## src/rtl/seg_pkg.sv

```systemverilog
// Shared seven-segment definitions: segment bit order and every glyph pattern
// used by the multiplexed display driver.
package seg_pkg;

  typedef logic [6:0] seg_t;

  // Bit position of each segment inside a seg_t (a is the MSB).
  typedef enum int {
    SEG_G = 0,
    SEG_F = 1,
    SEG_E = 2,
    SEG_D = 3,
    SEG_C = 4,
    SEG_B = 5,
    SEG_A = 6
  } seg_bit_e;

  localparam seg_t PAT_0     = 7'b1111110;
  localparam seg_t PAT_1     = 7'b0110000;
  localparam seg_t PAT_2     = 7'b1101101;
  localparam seg_t PAT_3     = 7'b1111001;
  localparam seg_t PAT_4     = 7'b0110011;
  localparam seg_t PAT_5     = 7'b1011011;
  localparam seg_t PAT_6     = 7'b1011111;
  localparam seg_t PAT_7     = 7'b1110000;
  localparam seg_t PAT_8     = 7'b1111111;
  localparam seg_t PAT_9     = 7'b1111011;
  localparam seg_t PAT_HEX_A = 7'b1110111;
  localparam seg_t PAT_HEX_B = 7'b0011111;
  localparam seg_t PAT_HEX_C = 7'b1001110;
  localparam seg_t PAT_HEX_D = 7'b0111101;
  localparam seg_t PAT_HEX_E = 7'b1001111;
  localparam seg_t PAT_HEX_F = 7'b1000111;

  localparam seg_t PAT_BLANK = 7'b0000000;
  localparam seg_t PAT_DASH  = 7'b0000001;

endpackage

```

## src/rtl/seg_decoder.sv

```systemverilog
// Combinational nibble-to-glyph decoder; values above 9 show as hex letters or
// a dash depending on hex_en.
module seg_decoder
  import seg_pkg::*;
(
  input  logic [3:0] nibble,
  input  logic       hex_en,
  output logic [6:0] pattern
);

  always_comb begin
    pattern = PAT_BLANK;
    case (nibble)
      4'h0: pattern = PAT_0;
      4'h1: pattern = PAT_1;
      4'h2: pattern = PAT_2;
      4'h3: pattern = PAT_3;
      4'h4: pattern = PAT_4;
      4'h5: pattern = PAT_5;
      4'h6: pattern = PAT_6;
      4'h7: pattern = PAT_7;
      4'h8: pattern = PAT_8;
      4'h9: pattern = PAT_9;
      4'hA: pattern = hex_en ? PAT_HEX_A : PAT_DASH;
      4'hB: pattern = hex_en ? PAT_HEX_B : PAT_DASH;
      4'hC: pattern = hex_en ? PAT_HEX_C : PAT_DASH;
      4'hD: pattern = hex_en ? PAT_HEX_D : PAT_DASH;
      4'hE: pattern = hex_en ? PAT_HEX_E : PAT_DASH;
      4'hF: pattern = hex_en ? PAT_HEX_F : PAT_DASH;
      default: pattern = PAT_BLANK;
    endcase
  end

endmodule

```

## src/rtl/seg_mux_driver.sv

```systemverilog
// Time-multiplexed seven-segment driver with a tear-free load handshake:
// new data is staged in a pending register and only shown from a frame boundary.
module seg_mux_driver
  import seg_pkg::*;
#(
  parameter int NUM_DIGITS     = 4,
  parameter int DIV            = 1000,
  parameter int SEG_ACTIVE_LOW = 0,
  parameter int DIG_ACTIVE_LOW = 1
) (
  input  logic                    clk,
  input  logic                    rst_n,
  input  logic                    load,
  input  logic [4*NUM_DIGITS-1:0] data_in,
  input  logic                    hex_en,
  input  logic                    blank_lz,
  output logic                    ready,
  output logic [6:0]              seg_out,
  output logic [NUM_DIGITS-1:0]   digit_en
);

  localparam int PRESC_W = (DIV > 1) ? $clog2(DIV) : 1;
  localparam int IDX_W   = (NUM_DIGITS > 1) ? $clog2(NUM_DIGITS) : 1;
  localparam int DATA_W  = 4 * NUM_DIGITS;

  localparam logic [PRESC_W-1:0] PRESC_LAST = PRESC_W'(DIV - 1);
  localparam logic [IDX_W-1:0]   IDX_LAST   = IDX_W'(NUM_DIGITS - 1);

  logic [PRESC_W-1:0]    presc, presc_next;
  logic [IDX_W-1:0]      idx, idx_next;
  logic                  slot_end, frame_end;

  logic [DATA_W-1:0]     display, display_next;
  logic [DATA_W-1:0]     pending;
  logic                  pending_valid;
  logic                  ready_q;
  logic                  accept, transfer;

  logic [IDX_W-1:0]      msd;
  logic                  blank;
  logic [3:0]            nibble;
  logic [6:0]            pattern;
  logic [6:0]            seg_next, seg_q;
  logic [NUM_DIGITS-1:0] dig_next, dig_q;

  always_comb begin
    slot_end   = (presc == PRESC_LAST);
    frame_end  = slot_end && (idx == IDX_LAST);
    presc_next = slot_end ? '0 : presc + 1'b1;
    idx_next   = idx;
    if (slot_end) begin
      idx_next = frame_end ? '0 : idx + 1'b1;
    end
  end

  // A load and a transfer can never coincide: accepting needs ready, which
  // implies nothing is pending, so a load on a boundary edge waits a frame.
  always_comb begin
    accept       = load && ready_q;
    transfer     = frame_end && pending_valid;
    display_next = transfer ? pending : display;
  end

  always_comb begin
    msd = '0;
    for (int i = 1; i < NUM_DIGITS; i++) begin
      if (display_next[4*i +: 4] != 4'h0) begin
        msd = IDX_W'(i);
      end
    end
  end

  // Output registers are loaded from next-state values so the pattern and the
  // enables line up with the slot that starts on this edge.
  always_comb begin
    nibble   = display_next[{idx_next, 2'b00} +: 4];
    blank    = blank_lz && (idx_next > msd);
    seg_next = blank ? PAT_BLANK : pattern;
    dig_next = '0;
    if (presc_next != '0) begin
      dig_next = NUM_DIGITS'(1) << idx_next;
    end
  end

  seg_decoder u_decoder (
    .nibble  (nibble),
    .hex_en  (hex_en),
    .pattern (pattern)
  );

  always_ff @(posedge clk or negedge rst_n) begin
    if (!rst_n) begin
      presc <= '0;
      idx   <= '0;
    end else begin
      presc <= presc_next;
      idx   <= idx_next;
    end
  end

  always_ff @(posedge clk or negedge rst_n) begin
    if (!rst_n) begin
      display       <= '0;
      pending       <= '0;
      pending_valid <= 1'b0;
      ready_q       <= 1'b1;
    end else begin
      display <= display_next;
      if (transfer) begin
        pending_valid <= 1'b0;
        ready_q       <= 1'b1;
      end
      if (accept) begin
        pending       <= data_in;
        pending_valid <= 1'b1;
        ready_q       <= 1'b0;
      end
    end
  end

  always_ff @(posedge clk or negedge rst_n) begin
    if (!rst_n) begin
      seg_q <= PAT_BLANK;
      dig_q <= '0;
    end else begin
      seg_q <= seg_next;
      dig_q <= dig_next;
    end
  end

  assign ready    = ready_q;
  assign seg_out  = (SEG_ACTIVE_LOW != 0) ? ~seg_q : seg_q;
  assign digit_en = (DIG_ACTIVE_LOW != 0) ? ~dig_q : dig_q;

endmodule

```

## config.mk

```make
export PLATFORM = sky130hd
export DESIGN_NAME = seg_mux_driver
export DESIGN_NICKNAME = d
export VERILOG_FILES = /design/src/rtl/seg_pkg.sv /design/src/rtl/seg_decoder.sv /design/src/rtl/seg_mux_driver.sv
export SDC_FILE = /design/constraint.sdc
export NUM_CORES = 1
export LEC_CHECK = 0
export BUFFER_PORTS_ARGS = -buffer_cell sky130_fd_sc_hd__buf_4
export CORE_AREA = 2 2 74 76
export CTS_CLUSTER_DIAMETER = 30
export DETAILED_ROUTE_END_ITERATION = 16
export DIE_AREA = 0 0 76 78
export GPL_TIMING_DRIVEN = 0
export MAX_ROUTING_LAYER = met4
export PLACE_DENSITY = 0.88
export SLEW_MARGIN = 20
export SYNTH_ARGS = -nofsm -noshare
export SYNTH_HDL_FRONTEND = slang
export SYNTH_SLANG_ARGS = --single-unit
```

## constraint.sdc

```tcl
create_clock -name clk -period 4.4 [get_ports clk]
set_clock_uncertainty 0.1 [all_clocks]
set_input_delay 0.44 -clock clk [delete_from_list [all_inputs] [get_ports clk]]
set_output_delay 0.44 -clock clk [all_outputs]
set_load 0.01 [all_outputs]
```

==> results of run 1 <==
==> sequential cells by signal (all words and copies together) (netlist names) <==
| signal | flops |
|---|---|
| pending | 16 |
| idx | 2 |
| display | 16 |
| ready | 1 |
| dig_q | 4 |
| pending_valid | 1 |
| presc | 10 |
| seg_out | 7 |
==> where the power goes <==
part | internal [W] | switching (W) | total [W]
logic | 0.0000248 | 0.0000174 | 0.0000422
clock network | 0.000244 | 0.000191 | 0.000435
registers | 0.000542 | 0.00000989 | 0.000552
==> critical path, delay by kind of cell, from the launching register on <==
family / cells / cell delay [ps]
fa+ha+maj: 2 / 560
simple gates: 6 / 1610
compound gates: 3 / 400
flops: 1 / 400
mux: 1 / 320
buf+inv: 1 / 240
==> synth_stat cells, drive strengths merged (2+ instances only) <==
cell / n
o21ai: 6
clkbuf: 2
a22o: 2
a31oi: 4
nand4: 2
nand2: 16
a21oi: 6
a311oi: 2
buf: 6
o22ai: 2
inv: 25
nor2: 21
nand3: 7
dfrtp: 56
xnor2: 7
mux2: 20
mux2i: 31
and3: 2
ha: 5
o31ai: 2
nor3: 7
==> how the worst max path moves through the flow <==
stage	start	end	slack (ps)	cells past startpoint
final	presc[0]	seg_out[3]	660	13
after global routing	presc[0]	seg_out[3]	370	13
after CTS	presc[0]	seg_out[3]	640	13
after detailed placement	presc[0]	seg_out[3]	680	13
after global placement	presc[0]	seg_out[3]	730	13
after floorplan	presc[0]	seg_out[3]	1120	13
==> through the flow <==
stage / cells / setup slack [ps] / utilization [%] / hold WS, ps
after floorplan: 248 / 1120 / - / 44.41
after global placement: 350 / 727.6 / 62.93 / 362.4
after detailed placement: 350 / 677.8 / 62.93 / 370.4
after CTS: 365 / 641.3 / 66.50 / 69.60
after global routing: 365 / 365.9 / 66.50 / 113.7
final: 365 / 655.7 / 66.50 / 58.94
==> metal layers <==
| metal | vias to the layer above | track usage, % |
|---|---|---|
| met4 | 0 | 12.55 |
| met5 | - | - |
| met2 | 39 | 31.87 |
| li1 | 947 | - |
| met3 | 12 | 3.605 |
| met1 | 951 | 23.99 |
==> area by class of cell <==
cell class              count  area (um2)
clock inverters             3       15.01
inverters                  25       96.34
plain buffers               8       70.07
fillers                   394        1689
flip-flops and latches     57        1428
well taps                  70       87.58
clock buffers              12       165.2
multi-input cells         158        1251
repair buffers             32       240.2
==> cell families (layout without fill, tap and decap cells) <==
kind of cell,after synthesis,after routing,synth area share (%)
AND/OR/NAND/NOR,61,61,11.57
flip-flops,57,57,50.18
multiplexers,51,51,19.35
AO/OA/AOI/OAI,33,33,8.399
buffers and inverters,33,80,5.848
XOR/XNOR,8,8,2.463
adder cells (fa/ha/maj),5,5,2.199
==> results.yml, run 1 <==
run_status:
  status: "completed"
synth:
  synth.area.top_cells: "dfrtp_1, mux2i_1, mux2_2"
  ys_warn_count: 0
  synth_edf_count: 0
  yosysSeqAreaShare_pct: 50.18
  yosys.area.top_type: "dfrtp_1"
  avgSynthCellArea_um2: 11.47
  synth_fp_nets: 274
  synth_flop_cell: "dfrtp_1"
  syn_area_um2: 2845
  synth_seq_cells: 57
  synth_cell_type_count: 50
  synth-async-reset-ratio_pct: 100.0
  synthCells: 248
  yosysTopAreaCellShare_pct: 49.25
drt:
  drc: 0
  via_per_inst: 5.340
  highest_layer: "met4"
  dr.first_iter.drc_count: 166
  wl_met3_um: 160
  ant_nets: 0
  drt-met1-wl_um: 2364
  wirelength_um: 5199
  routed-wl-met2_um: 2541
  detail_route.wl_per_cell_um: 14.24
  firstDrtPassIters: 4
  routed-via-count: 1949
cells_and_area:
  final_cell_area_um2: 3353
  final_cell_mix: "dfrtp_1, buf_4, mux2i_1, inv_1, nor2_1"
  final_common_cell: "dfrtp_1"
  drive_above_1_share_pct: 29.15
  area_delta_synth_final_pct: 17.85
  nNetsFinal: 317
  n_antenna_cell: 0
pwr:
  leakage_nw: 1.737
  power.total_w: 0.001029
  power.density_nw_per_um2: 307.0
  max-vdd-ir-drop_mv: 0.1925
worst_setup_path:
  rr_worst_depth: 13
  worst_path_largest_cell_delay_ps: 660
  worstPathCellList: "ha_1, nand2_2, nor4_4, buf_8, mux2i_1, a41oi_1, or2_2, ha_1, nand2_1, nand2_1, nor2_1, a311o_1, a21oi_2"
  crit_required_ps: 4520
  reg2reg_to: "seg_out[3]"
  cp_slowest_cell: "nor4_4"
  path_class: "reg2reg"
  rr_startpoint: "presc[0]"
  reg2reg_slack_ps: 660
  worst-path-max-fanout: 10
  crit_path_start_kind: "flip-flop"
  crit_path_end_kind: "flip-flop"
  critical_path_arrival_ps: 3870
cts:
  clock_sinks: 57
  cts_tree: "yes"
  ctsHoldBuffers: 0
  post-cts-setup-buffers: 0
  numCtsBuffers: 9
  htree_levels: 3
  cts_root_buf: "clkbuf_8"
  cts.path.max_buffers: 2
  cts_resized: 0
  clk_latency_ps: 330
  path_clk_slew_ps: 60
die:
  io_pins: 33
  rows: 26
  dieArea_um2: 5928
  core_um2: 5042
  die_w_um: 76
  initial_core_util_pct: 56.43
  die_h_um: 78
timing:
  finalMaxSlewViolations: 0
  rsz0062_at_grt: "false"
  timing.final.crit_share_pct: 85.10
  fmax_mhz: 267.1
  finalSetupViolCount: 0
  slew_headroom_pct: 53.05
  tns_ps: 0
  post-route-min-period_ps: 3744
  worstMarginPinSlew_ps: 684.7
  hold_viol: 0
global_routing:
  antenna_found_initial: 0
  overflow: 0
  grt_pass1_wl_um: 8956
  grt_max_degree: 58
  grt_use_total_pct: 20.07
  grt_pass1_vias: 1982
place:
  detailed_place_hpwl_um: 3765
  globalplace.congestion: 0.8238
  io_buffers: 32
  placed_area_um2: 3173
run:
  maxCapViolCount: 0
worst_hold_path:
  hold_class: "in2async"
Note: power is estimated with default switching activity, not from simulation.
==> run 2, diff against run 1 <==
Settings changed: CORE_AREA 2 2 74 76 to 2 2 56 98, DIE_AREA 0 0 76 78 to 0 0 58 100, PLACE_DENSITY 0.88 to 0.89.
==> run 2 against run 1 <==
  * Die area decreased by 2.2%
  * Power up 3.7%
  * Register-to-register slack got worse by 60 ps
  * Sequential power barely moved
  * Clock-buffer cell count did not move
  * Maximum frequency fell by 1.7%
  * First-iteration DRC count fell by 49%
  * Clock power is 8.7% higher
  * Combinational power is essentially flat
  * Critical path depth did not move
==> results.yml, run 2 (synthesis results as in run 1) <==
global_routing:
  antenna_found_initial: 0
  overflow: 0
  grt_use_total_pct: 21.51
  grt_pass1_wl_um: 9108
  grt_max_degree: 58
  grt_pass1_vias: 2060
cells_and_area:
  finalNonFillerCells: 350
  drive_above_1_share_pct: 28.81
  seq_area_um2: 1428
  n_fill_cell: 380
  final_common_cell: "dfrtp_1"
  multi_input_area_um2: 1251
  n_antenna_cell: 0
  area_delta_synth_final_pct: 17.72
  nNetsFinal: 317
  final_cell_mix: "dfrtp_1, buf_4, mux2i_1, inv_1, nor2_1"
  largest_registers: "display (16), pending (16), presc (10)"
pwr:
  power.density_nw_per_um2: 318.8
  leakage_nw: 1.742
  power.total_w: 0.001068
  max-vdd-ir-drop_mv: 0.2912
worst_setup_path:
  rr_worst_depth: 13
  cp_slowest_cell: "nor4_4"
  cp_num_buf_inv: 1
  critical_path_arrival_ps: 3920
  crit_required_ps: 4510
  crit_family: "simple AND/OR/NAND/NOR gates"
  rr_startpoint: "presc[0]"
  worstPathCellList: "ha_1, nand2_2, nor4_4, buf_8, mux2i_1, nand4_1, or2_2, ha_1, nand2_1, nand2_1, nor2_1, a311o_1, a21oi_2"
  crit_path_start_kind: "flip-flop"
  path_class: "reg2reg"
  reg2reg_to: "seg_out[3]"
  reg2reg_slack_ps: 590
  crit_path_end_kind: "flip-flop"
  worst-path-max-fanout: 10
  worst_path_largest_cell_delay_ps: 650
cts:
  htree_levels: 3
  numCtsBuffers: 9
  post-cts-setup-buffers: 0
  cts_root_buf: "clkbuf_8"
  clock_sinks: 57
  ctsHoldBuffers: 0
  cts_tree: "yes"
  cts.path.max_buffers: 2
  cts_resized: 0
  clk_latency_ps: 320
  path_clk_slew_ps: 60
die:
  die_h_um: 100
  dieArea_um2: 5800
  core_um2: 5080
  rows: 35
  io_pins: 33
  initial_core_util_pct: 56.01
  die_w_um: 58
timing:
  rsz0062_at_grt: "false"
  finalMaxSlewViolations: 0
  slew_headroom_pct: 51.39
  post-route-min-period_ps: 3808
  timing.final.crit_share_pct: 86.55
  setup_slack_ps: 591.9
  hold_viol: 0
  worstMarginPinSlew_ps: 715.0
  fmax_mhz: 262.6
  finalSetupViolCount: 0
  tns_ps: 0
drt:
  wirelength_um: 5302
  dr.first_iter.drc_count: 85
  via_per_inst: 5.709
  drc: 0
  detail_route.wl_per_cell_um: 15.15
  routed-via-count: 1998
  firstDrtPassIters: 4
  ant_nets: 0
place:
  io_buffers: 32
  dpl.cell_count: 335
  detailed_place_hpwl_um: 3801
  globalplace.congestion: 0.8198
  place_ws_ps: 604.4
run_status:
  status: "completed"
run:
  maxCapViolCount: 0
worst_hold_path:
  hold_class: "in2async"
[run 2: worst register-to-register path, stage by stage, from the launching register on]
cell and delay [ps]:
dfrtp_1 410, ha_1 290, nand2_2 190, nor4_4 650
buf_8 250, mux2i_1 320, nand4_1 160, or2_2 330
ha_1 270, nand2_1 60, nand2_1 50, nor2_1 380
a311o_1 200, a21oi_2 30
[run 2: worst max path at each step]
stage	startpoint	to	slack (ps)	cells after the start
after global placement	presc[0]	seg_out[3]	680	13
after detailed placement	presc[0]	seg_out[3]	600	13
after CTS	presc[0]	seg_out[3]	570	13
final	presc[0]	seg_out[3]	590	13
after floorplan	presc[0]	seg_out[3]	1120	13
after global routing	presc[0]	seg_out[3]	320	13
[run 2: cell type report]
class / count / area share [%]
flip-flops and latches: 57 / 42.62
plain buffers: 8 / 2.092
well taps: 55 / 2.055
repair buffers: 32 / 7.172
clock inverters: 3 / 1.195
inverters: 25 / 2.876
clock buffers: 12 / 4.632
multi-input cells: 158 / 37.36
[run 2: stage by stage]
stage	instance area [um2]	hold WS, ps	utilization, %
detailed placement	3154	373.5	62.09
floorplan	2845	44.41	-
finish	3349	62.52	65.94
global placement	3154	367.0	62.09
global route	3349	116.7	65.94
CTS	3349	76.33	65.94
[run 2: routing by layer]
layer	vias to the layer above	global-route usage (%)	part of all wire [%]
met4	0	13.60	4.0
met5	-	-	0
met2	49	34.70	53
met1	983	23.44	39
met3	19	4.897	3.5
li1	947	-	-
[run 2: where the power goes]
group	internal, W	switching, W	leakage (nW)
Combinational	0.0000248	0.0000171	0.926
Clock	0.000287	0.000186	0.102
Sequential	0.000542	0.0000101	0.713
